[config.mk]
export PLATFORM = sky130hd
export DESIGN_NAME = cache_refill_seq_flat
export DESIGN_NICKNAME = d
export VERILOG_FILES = /design/src/rtl/cache_refill_seq_if.sv /design/src/rtl/cache_refill_seq.sv /design/src/flat_wrapper.sv
export SDC_FILE = /design/constraint.sdc
export NUM_CORES = 1
export LEC_CHECK = 0
export ABC_AREA = 1
export CORE_ASPECT_RATIO = 1.4
export CORE_UTILIZATION = 40
export CTS_BUF_LIST = sky130_fd_sc_hd__clkbuf_2 sky130_fd_sc_hd__clkbuf_4 sky130_fd_sc_hd__clkbuf_8
export CTS_CLUSTER_DIAMETER = 40
export DETAILED_ROUTE_END_ITERATION = 10
export HOLD_SLACK_MARGIN = 0.1
export PLACE_DENSITY = 0.75
export REMOVE_ABC_BUFFERS = 1
export SYNTH_ARGS = -nofsm -noshare
export SYNTH_HDL_FRONTEND = slang
export SYNTH_SLANG_ARGS = --single-unit
[constraint.sdc]
create_clock -name CLK -period 5 [get_ports CLK]
set_clock_uncertainty 0.05 [all_clocks]
set_input_delay 0.75 -clock CLK [delete_from_list [all_inputs] [get_ports CLK]]
set_output_delay 0.75 -clock CLK [all_outputs]
set_load 0.005 [all_outputs]
[src/rtl/cache_refill_seq_if.sv]
// Signal bundle between the cache refill sequencer, the CPU-side cache pipeline and memory.
// mem_req is held with a stable mem_addr until mem_ack is sampled high; mem_rvalid has no backpressure.
interface cache_refill_seq_if #(
    parameter int ADDR_W = 30,
    parameter int DATA_W = 32
);
    logic              cache_enable;
    logic [ADDR_W-1:0] cpu_addr;
    logic              cpu_we;
    logic              lookup_hit;
    logic              cache_busy_n;
    logic              mem_req;
    logic [ADDR_W-1:0] mem_addr;
    logic              mem_ack;
    logic              mem_rvalid;
    logic [DATA_W-1:0] mem_rdata;
    logic              fill_we;
    logic [ADDR_W-1:0] fill_addr;
    logic [DATA_W-1:0] fill_data;
    logic              tag_we;
    logic [ADDR_W-1:0] tag_addr;
    logic [1:0]        dbg_state;

    modport master (
        input  cache_enable, cpu_addr, cpu_we, lookup_hit,
        input  mem_ack, mem_rvalid, mem_rdata,
        output cache_busy_n, mem_req, mem_addr,
        output fill_we, fill_addr, fill_data, tag_we, tag_addr, dbg_state
    );

    modport slave (
        output cache_enable, cpu_addr, cpu_we, lookup_hit,
        output mem_ack, mem_rvalid, mem_rdata,
        input  cache_busy_n, mem_req, mem_addr,
        input  fill_we, fill_addr, fill_data, tag_we, tag_addr, dbg_state
    );
endinterface

[src/rtl/cache_refill_seq.sv]
// Data-cache line refill sequencer: detects read misses, bursts the line in from memory,
// writes it into the data array and commits the tag. All outputs are registered.
module cache_refill_seq #(
    parameter int ADDR_W    = 30,
    parameter int DATA_W    = 32,
    parameter int LINE_LOG2 = 2
) (
    input  logic               CLK,
    input  logic               RST,
    cache_refill_seq_if.master bus
);
    typedef enum logic [1:0] {
        IDLE   = 2'd0,
        REQ    = 2'd1,
        FILL   = 2'd2,
        COMMIT = 2'd3
    } state_e;

    localparam logic [ADDR_W-1:0]    LINE_MASK = ~ADDR_W'((1 << LINE_LOG2) - 1);
    localparam logic [LINE_LOG2-1:0] LAST_WORD = '1;

    state_e                state_q, state_d;
    logic [ADDR_W-1:0]     line_base_q, line_base_d;
    logic [LINE_LOG2-1:0]  count_q, count_d;
    logic                  busy_n_q, busy_n_d;
    logic                  mem_req_q, mem_req_d;
    logic                  fill_we_q, fill_we_d;
    logic [ADDR_W-1:0]     fill_addr_q, fill_addr_d;
    logic [DATA_W-1:0]     fill_data_q, fill_data_d;
    logic                  tag_we_q, tag_we_d;
    logic [ADDR_W-1:0]     tag_addr_q, tag_addr_d;
    logic                  miss;

    assign miss = bus.cache_enable & ~bus.cpu_we & ~bus.lookup_hit;

    always_comb begin
        state_d     = state_q;
        line_base_d = line_base_q;
        count_d     = count_q;
        fill_we_d   = 1'b0;
        fill_addr_d = fill_addr_q;
        fill_data_d = fill_data_q;
        tag_addr_d  = tag_addr_q;
        case (state_q)
            IDLE: begin
                if (miss) begin
                    line_base_d = bus.cpu_addr & LINE_MASK;
                    count_d     = '0;
                    state_d     = REQ;
                end
            end
            REQ: begin
                if (bus.mem_ack) state_d = FILL;
            end
            FILL: begin
                if (bus.mem_rvalid) begin
                    fill_we_d   = 1'b1;
                    fill_addr_d = line_base_q | ADDR_W'(count_q);
                    fill_data_d = bus.mem_rdata;
                    count_d     = count_q + 1'b1;
                    if (count_q == LAST_WORD) begin
                        state_d    = COMMIT;
                        tag_addr_d = line_base_q;
                    end
                end
            end
            COMMIT: state_d = IDLE;
            default: state_d = IDLE;
        endcase
        // Status strobes are registered copies of the state being entered.
        mem_req_d = (state_d == REQ);
        busy_n_d  = (state_d == IDLE);
        tag_we_d  = (state_d == COMMIT);
    end

    always_ff @(posedge CLK or posedge RST) begin
        if (RST) begin
            state_q     <= IDLE;
            line_base_q <= '0;
            count_q     <= '0;
            busy_n_q    <= 1'b1;
            mem_req_q   <= 1'b0;
            fill_we_q   <= 1'b0;
            fill_addr_q <= '0;
            fill_data_q <= '0;
            tag_we_q    <= 1'b0;
            tag_addr_q  <= '0;
        end else begin
            state_q     <= state_d;
            line_base_q <= line_base_d;
            count_q     <= count_d;
            busy_n_q    <= busy_n_d;
            mem_req_q   <= mem_req_d;
            fill_we_q   <= fill_we_d;
            fill_addr_q <= fill_addr_d;
            fill_data_q <= fill_data_d;
            tag_we_q    <= tag_we_d;
            tag_addr_q  <= tag_addr_d;
        end
    end

    assign bus.cache_busy_n = busy_n_q;
    assign bus.mem_req      = mem_req_q;
    assign bus.mem_addr     = line_base_q;
    assign bus.fill_we      = fill_we_q;
    assign bus.fill_addr    = fill_addr_q;
    assign bus.fill_data    = fill_data_q;
    assign bus.tag_we       = tag_we_q;
    assign bus.tag_addr     = tag_addr_q;
    assign bus.dbg_state    = state_q;
endmodule

[src/flat_wrapper.sv]
// flat-port wrapper written by rule: the top's interface ports become plain ports
module cache_refill_seq_flat 
#(
    parameter int ADDR_W    = 30,
    parameter int DATA_W    = 32,
    parameter int LINE_LOG2 = 2
)
  (CLK, RST, bus_cache_enable, bus_cpu_addr, bus_cpu_we, bus_lookup_hit, bus_mem_ack, bus_mem_rvalid, bus_mem_rdata, bus_cache_busy_n, bus_mem_req, bus_mem_addr, bus_fill_we, bus_fill_addr, bus_fill_data, bus_tag_we, bus_tag_addr, bus_dbg_state);
  cache_refill_seq_if #(.ADDR_W(ADDR_W), .DATA_W(DATA_W)) bus_i ();
  input  logic CLK;
  input  logic RST;
  input wire logic [$bits(bus_i.cache_enable)-1:0] bus_cache_enable;
  input wire logic [$bits(bus_i.cpu_addr)-1:0] bus_cpu_addr;
  input wire logic [$bits(bus_i.cpu_we)-1:0] bus_cpu_we;
  input wire logic [$bits(bus_i.lookup_hit)-1:0] bus_lookup_hit;
  input wire logic [$bits(bus_i.mem_ack)-1:0] bus_mem_ack;
  input wire logic [$bits(bus_i.mem_rvalid)-1:0] bus_mem_rvalid;
  input wire logic [$bits(bus_i.mem_rdata)-1:0] bus_mem_rdata;
  output wire logic [$bits(bus_i.cache_busy_n)-1:0] bus_cache_busy_n;
  output wire logic [$bits(bus_i.mem_req)-1:0] bus_mem_req;
  output wire logic [$bits(bus_i.mem_addr)-1:0] bus_mem_addr;
  output wire logic [$bits(bus_i.fill_we)-1:0] bus_fill_we;
  output wire logic [$bits(bus_i.fill_addr)-1:0] bus_fill_addr;
  output wire logic [$bits(bus_i.fill_data)-1:0] bus_fill_data;
  output wire logic [$bits(bus_i.tag_we)-1:0] bus_tag_we;
  output wire logic [$bits(bus_i.tag_addr)-1:0] bus_tag_addr;
  output wire logic [$bits(bus_i.dbg_state)-1:0] bus_dbg_state;
  assign bus_i.cache_enable = bus_cache_enable;
  assign bus_i.cpu_addr = bus_cpu_addr;
  assign bus_i.cpu_we = bus_cpu_we;
  assign bus_i.lookup_hit = bus_lookup_hit;
  assign bus_i.mem_ack = bus_mem_ack;
  assign bus_i.mem_rvalid = bus_mem_rvalid;
  assign bus_i.mem_rdata = bus_mem_rdata;
  assign bus_cache_busy_n = bus_i.cache_busy_n;
  assign bus_mem_req = bus_i.mem_req;
  assign bus_mem_addr = bus_i.mem_addr;
  assign bus_fill_we = bus_i.fill_we;
  assign bus_fill_addr = bus_i.fill_addr;
  assign bus_fill_data = bus_i.fill_data;
  assign bus_tag_we = bus_i.tag_we;
  assign bus_tag_addr = bus_i.tag_addr;
  assign bus_dbg_state = bus_i.dbg_state;
  cache_refill_seq #(.ADDR_W(ADDR_W), .DATA_W(DATA_W), .LINE_LOG2(LINE_LOG2)) u_core (.CLK(CLK), .RST(RST), .bus(bus_i));
endmodule
==> Word level (Yosys, flattened, before mapping) <==
Cells that the tools add are included.
{ "totals": {"regBits": 126, "in_bits": 69, "out_inout_bits": 128, "elab_cells": 41} }
{ "op_classes": {"addsub": 1, "n_eq_ne": 8, "muxes": 10, "bitwise_logic": 5, "n_reduce_logical": 7} }
{ "ops": {"columns": ["operator", "n"], "rows": [
  ["OR 30 x 2 -> 30 bit", 1],
  ["2-to-1 mux 2 bit", 6],
  ["== test 2 bit, second input constant", 4],
  ["one-hot mux 2 bit (4 select lines)", 1],
  ["AND reduction 3 bit", 2],
  ["== test 2 x 1 -> 1 bit, second input constant", 2],
  ["zero test 2 bit", 2],
  ["one-hot mux 2 bit (2 select lines)", 1],
  ["AND reduction 2 bit", 2],
  ["adder 2 x 1 -> 2 bit, second input constant", 1],
  ["AND 1 bit", 2],
  ["2-to-1 mux 1 bit", 2],
  ["inequality test 2 x 1 -> 1 bit, second input constant", 1],
  ["inequality test 2 bit, second input constant", 1],
  ["NOT 1 bit", 2],
  ["nonzero test 2 bit", 1]
]} }

==> Longest topological paths before layout <==
{ "logic_depth": {"depth_word": 6, "ltp_mapped": 7} }

==> Worst setup path after synthesis <==
OpenSTA, ideal clock, no wires.
{ "synth_path": {"kind": "input port to flip-flop", "start": "input bus_lookup_hit", "end": "register u_core.line_base_q[10] (netlist: u_core.bus.mem_addr[10])", "setup_ps": 126, "arrival_ps": 1334, "setup_slack_ps": 3490, "stages": 6, "n_path_buf": 2, "cell_sequence": "inv_1 -> nand2_1 -> nor2_2 -> buf_4 -> buf_4 -> o21ai_0"} }
{ "synth_via": {"elab_chain_len": 3} }
{ "synth_lines": {"columns": ["item", "line_no", "source"], "rows": [
  ["start: declaration", "flat_wrapper.sv:15", "input wire logic [$bits(bus_i.lookup_hit)-1:0] bus_lookup_hit;"],
  ["NOT 1 bit", "cache_refill_seq.sv:34", "assign miss = bus.cache_enable & ~bus.cpu_we & ~bus.lookup_hit;"],
  ["AND 1 bit", "cache_refill_seq.sv:34", null],
  ["AND reduction 2 bit (no source line)", null, null],
  ["end signal: assignment", "cache_refill_seq.sv:90", "line_base_q <= line_base_d;"],
  ["end: declaration", "cache_refill_seq.sv:23", "logic [ADDR_W-1:0] line_base_q, line_base_d;"]
]} }
No other way between the ends.
A chain may end at the register's enable or synchronous reset.

==> Final worst setup path <==
{ "layout_path": {"start": "input bus_mem_rvalid", "end": "register u_core.fill_data_q[30] (netlist: u_core.bus.fill_data[30])"} }
{ "layout_via": {"elab_chain_len": 1} }
{ "layout_lines": {"columns": ["item", "line_no", "source"], "rows": [
  ["start: declaration", "flat_wrapper.sv:17", "input wire logic [$bits(bus_i.mem_rvalid)-1:0] bus_mem_rvalid;"],
  ["AND reduction 2 bit (no source line)", null, null],
  ["end signal: assignment", "cache_refill_seq.sv:96", "fill_data_q <= fill_data_d;"],
  ["end: declaration", "cache_refill_seq.sv:29", "logic [DATA_W-1:0] fill_data_q, fill_data_d;"]
]} }
No other way between the ends.

==> impl_results.md <==
- Status: complete, no violations
- CP endpoint kind: flip-flop
- Drt via density: ~4.7
- Root Driver: clkbuf_8
- CTS tree: built
- VDD IR max: between 0.0003 and 0.0004 V
- Hold Buf Count CTS: 0
- Cells taking the most area after synthesis: dfrtp_1 66%, nand2_1 15%, o21ai_0 8.1%
- Ys async rst share: 1.00
- Syn avg cell area: a little under 10 um^2
- Synth unique cells: 19
- R2r endpoint: u_core.bus.fill_data[30]
- Critical path peak fanout: 94
- Worst Path Arrival: 3.12 ns
- Reg-to-reg slack, setup: around 2.6 ns
- Die height: between 100 and 150 um
- Final WS setup: between 2 and 2.5 ns
- CP peak stage delay: around 0.84 ns
- Initial Utilization: 0.415
- Crit Reg-Reg Startpoint: u_core.bus.dbg_state[0]
- WL final: between 10 and 15 mm
- Most common library cells after synthesis: 191 x nand2_1, 125 x dfrtp_1, 77 x o21ai_0
- Post-route insts no fill: 827
- Routed vias: a little under 4,000
- Largest net degree at the start of global routing: 95
- Setup Fix Bufs, Post-CTS: 0
- Die span in x: 93.9 um
- Synth area leader: dfrtp_1
- Leakage power: 3.31 nW
- Cell area after layout: between 7000 and 8000 um^2
- Total track usage: 0.202
- RSZ-0062 raised after global routing: false
- Final Hold Vio Count: 0
- Final Max Slew Viols: 0
- PwrDens: 617 nW/um^2
- I/O Buffers: 190
- Hold path depth: 2
- Placed instance count: a little under 800
- Yosys warns: 0
- Global-route wire length before repair: ~19 mm
- Layout Area Growth over Synthesis: 49.1%
- Sink Count: 126
- Area after DPL: 6670 um^2
- Yosys reg bits: between 100 and 150
- Hold_sp: u_core.bus.fill_data[4]
- Post-CTS Resized: 0
- Fmax: between 300 and 400 MHz
- Share of cells above drive strength 1: 0.0600
- Crit path kind: in -> reg
- DRC: 0
- Most frequent CP cell: nand2_1
- Endpoint required time on the critical path: between 5 and 6 ns
- Fin Setup TNS: 0 ns
- Critical path cell sequence: clkdlybuf4s50_1 -> nand3_4 -> inv_2 -> nand2_1 -> nand2_1
- Place WS: between 1.5 and 2 ns
- H-tree levels: 4
- Most common flop cell mapped by yosys: dfrtp_1
- Nets: 741
- Post-synthesis sequential area ratio: 0.667
- I/O Pins: roughly 200
- Die area: 12,300 um^2
- Core ar.: approximately 11,000 um^2
- Mapped Cells: between 400 and 500
- Reg2Reg Depth: 5
- CTS Buf Count: 17
- Mean routed wirelength per cell: roughly 14 um
- Clock latency on the worst-skew pair: approximately 0.42 ns
- Initial antenna violation count: 0
- CP top delay family: buffers and inverters
- Critical path's slowest cell: inv_2
- Remaining antenna violation count after routing: 0
- Max_cap viols: 0
- Tot Pwr: 4.35 mW
- Worst-Margin Slew: between 1 and 1.5 ns
- Hpwl dp: 8.24 mm
- Initial DRC Count: roughly 200
- Most common cell in the netlist: nand2_1
- WHS Endpoint: u_core.bus.fill_data[4]
- Worst-path clk slew: ~0.070 ns
- Congestion Overflow GR: 0
- EDFF count, synth: 0
- DR pass1 iterations: 5
- Routability congestion estimate: approximately 0.74
- Slew margin rel.: 0.237
- Tcrit/Tclk final: 0.563
- Yosys top cell area share: 0.661
- Hold crit path type: reg -> reg
- Final setup viols: 0
- Cell row count: 46
- Vias in the first global route: between 3,000 and 4,000
- Buf/Inv on CP: 2
- Tmin final: 2.82 ns
- Area of the mapped netlist: roughly 4700 um^2
- Clk buf depth: 2
- Critical Path Source Type: primary input
- # diodes: 0
==> per-layer routing <==
layer	track usage	vias up	share of wire
met2	0.333	153	0.50
met3	0.0590	32	0.064
met5	0	-	0
met4	0.123	0	0.039
li1	-	1874	-
met1	0.233	1820	0.40
==> flip-flops by register name (all words and copies together), names as in the netlist <==
name                     count
u_core.bus.fill_data        32
u_core.count_q               2
u_core.bus.dbg_state         2
u_core.bus.tag_addr         28
u_core.bus.fill_addr        30
u_core.bus.mem_addr         28
u_core.bus.mem_req           1
u_core.bus.fill_we           1
u_core.bus.tag_we            1
u_core.bus.cache_busy_n      1
==> cells in the final DEF (no fill, tap or decap) <==
master / Yosys / final
dfstp_2: 1 / 1
or2_2: 1 / 1
nor2_1: 5 / 5
conb_1: 1 / 4
inv_2: 2 / 2
clkdlybuf4s50_1: 0 / 190
nand4_1: 2 / 2
nor2_4: 0 / 1
nand3b_1: 1 / 1
o21ai_0: 77 / 77
clkinv_2: 0 / 2
clkbuf_8: 0 / 22
nand3_4: 0 / 1
buf_4: 13 / 3
clkbuf_4: 0 / 4
o21ai_1: 8 / 8
inv_1: 34 / 33
bufinv_16: 0 / 1
ha_1: 1 / 1
nand2_1: 191 / 191
dfrtp_1: 125 / 125
inv_4: 0 / 1
nand3_1: 6 / 5
clkinvlp_4: 0 / 2
==> worst max path at each step <==
stage | start | to | slack, ns | depth (start not counted)
2_1_floorplan | RST | u_core.bus.dbg_state[0] | 0.85 | 1
3_3_place_gp | bus_mem_rvalid | u_core.bus.fill_data[22] | 1.75 | 5
3_5_place_dp | bus_mem_rvalid | u_core.bus.fill_data[8] | 1.73 | 5
4_1_cts | bus_mem_rvalid | u_core.bus.fill_data[8] | 2.18 | 5
5_1_grt | bus_mem_rvalid | u_core.bus.fill_data[5] | 1.91 | 5
6_report | bus_mem_rvalid | u_core.bus.fill_data[30] | 2.18 | 5
==> layout make-up <==
| cell class | count | area [um^2] |
|---|---|---|
| timing repair buffer | 193 | 1920 |
| multi-input combinational | 297 | 1270 |
| inverter | 36 | 138 |
| clock inverter | 5 | 55.1 |
| sequential | 126 | 3150 |
| tap | 144 | 180 |
| fill | 960 | 4340 |
| clock buffer | 26 | 333 |
==> per-stage QoR <==
| stage | hold slack, ns | util |
|---|---|---|
| 6_report | 0.428 | 0.619 |
| 5_1_grt | 0.454 | 0.619 |
| 3_5_place_dp | 0.417 | 0.585 |
| 4_1_cts | 0.432 | 0.619 |
| 2_1_floorplan | 0.418 | - |
| 3_3_place_gp | 0.412 | 0.585 |
==> logic make-up (layout without fill, tap and decap cells) <==
group | after synthesis | after routing | synth area share
simple gates | 207 | 207 | 0.169
flops | 126 | 126 | 0.667
compound gates | 85 | 85 | 0.0899
buf+inv | 65 | 260 | 0.0711
fa+ha+maj | 1 | 1 | 0.00264
other cells | 1 | 4 | 0.000793
==> worst min-delay path, stage by stage (launching register included) <==
cell,delay (ns)
dfrtp_1,0.34
nand2_1,0.06
nand2_1,0.05
==> where the power goes <==
part | internal [mW] | switching [mW] | leakage, nW
sequential | 1.50 | 0.264 | 1.56
combinational | 1.03 | 0.700 | 1.56
clock | 0.478 | 0.371 | 0.199
total | 3.02 | 1.33 | 3.31
Note: power is estimated with default switching activity, not from simulation.
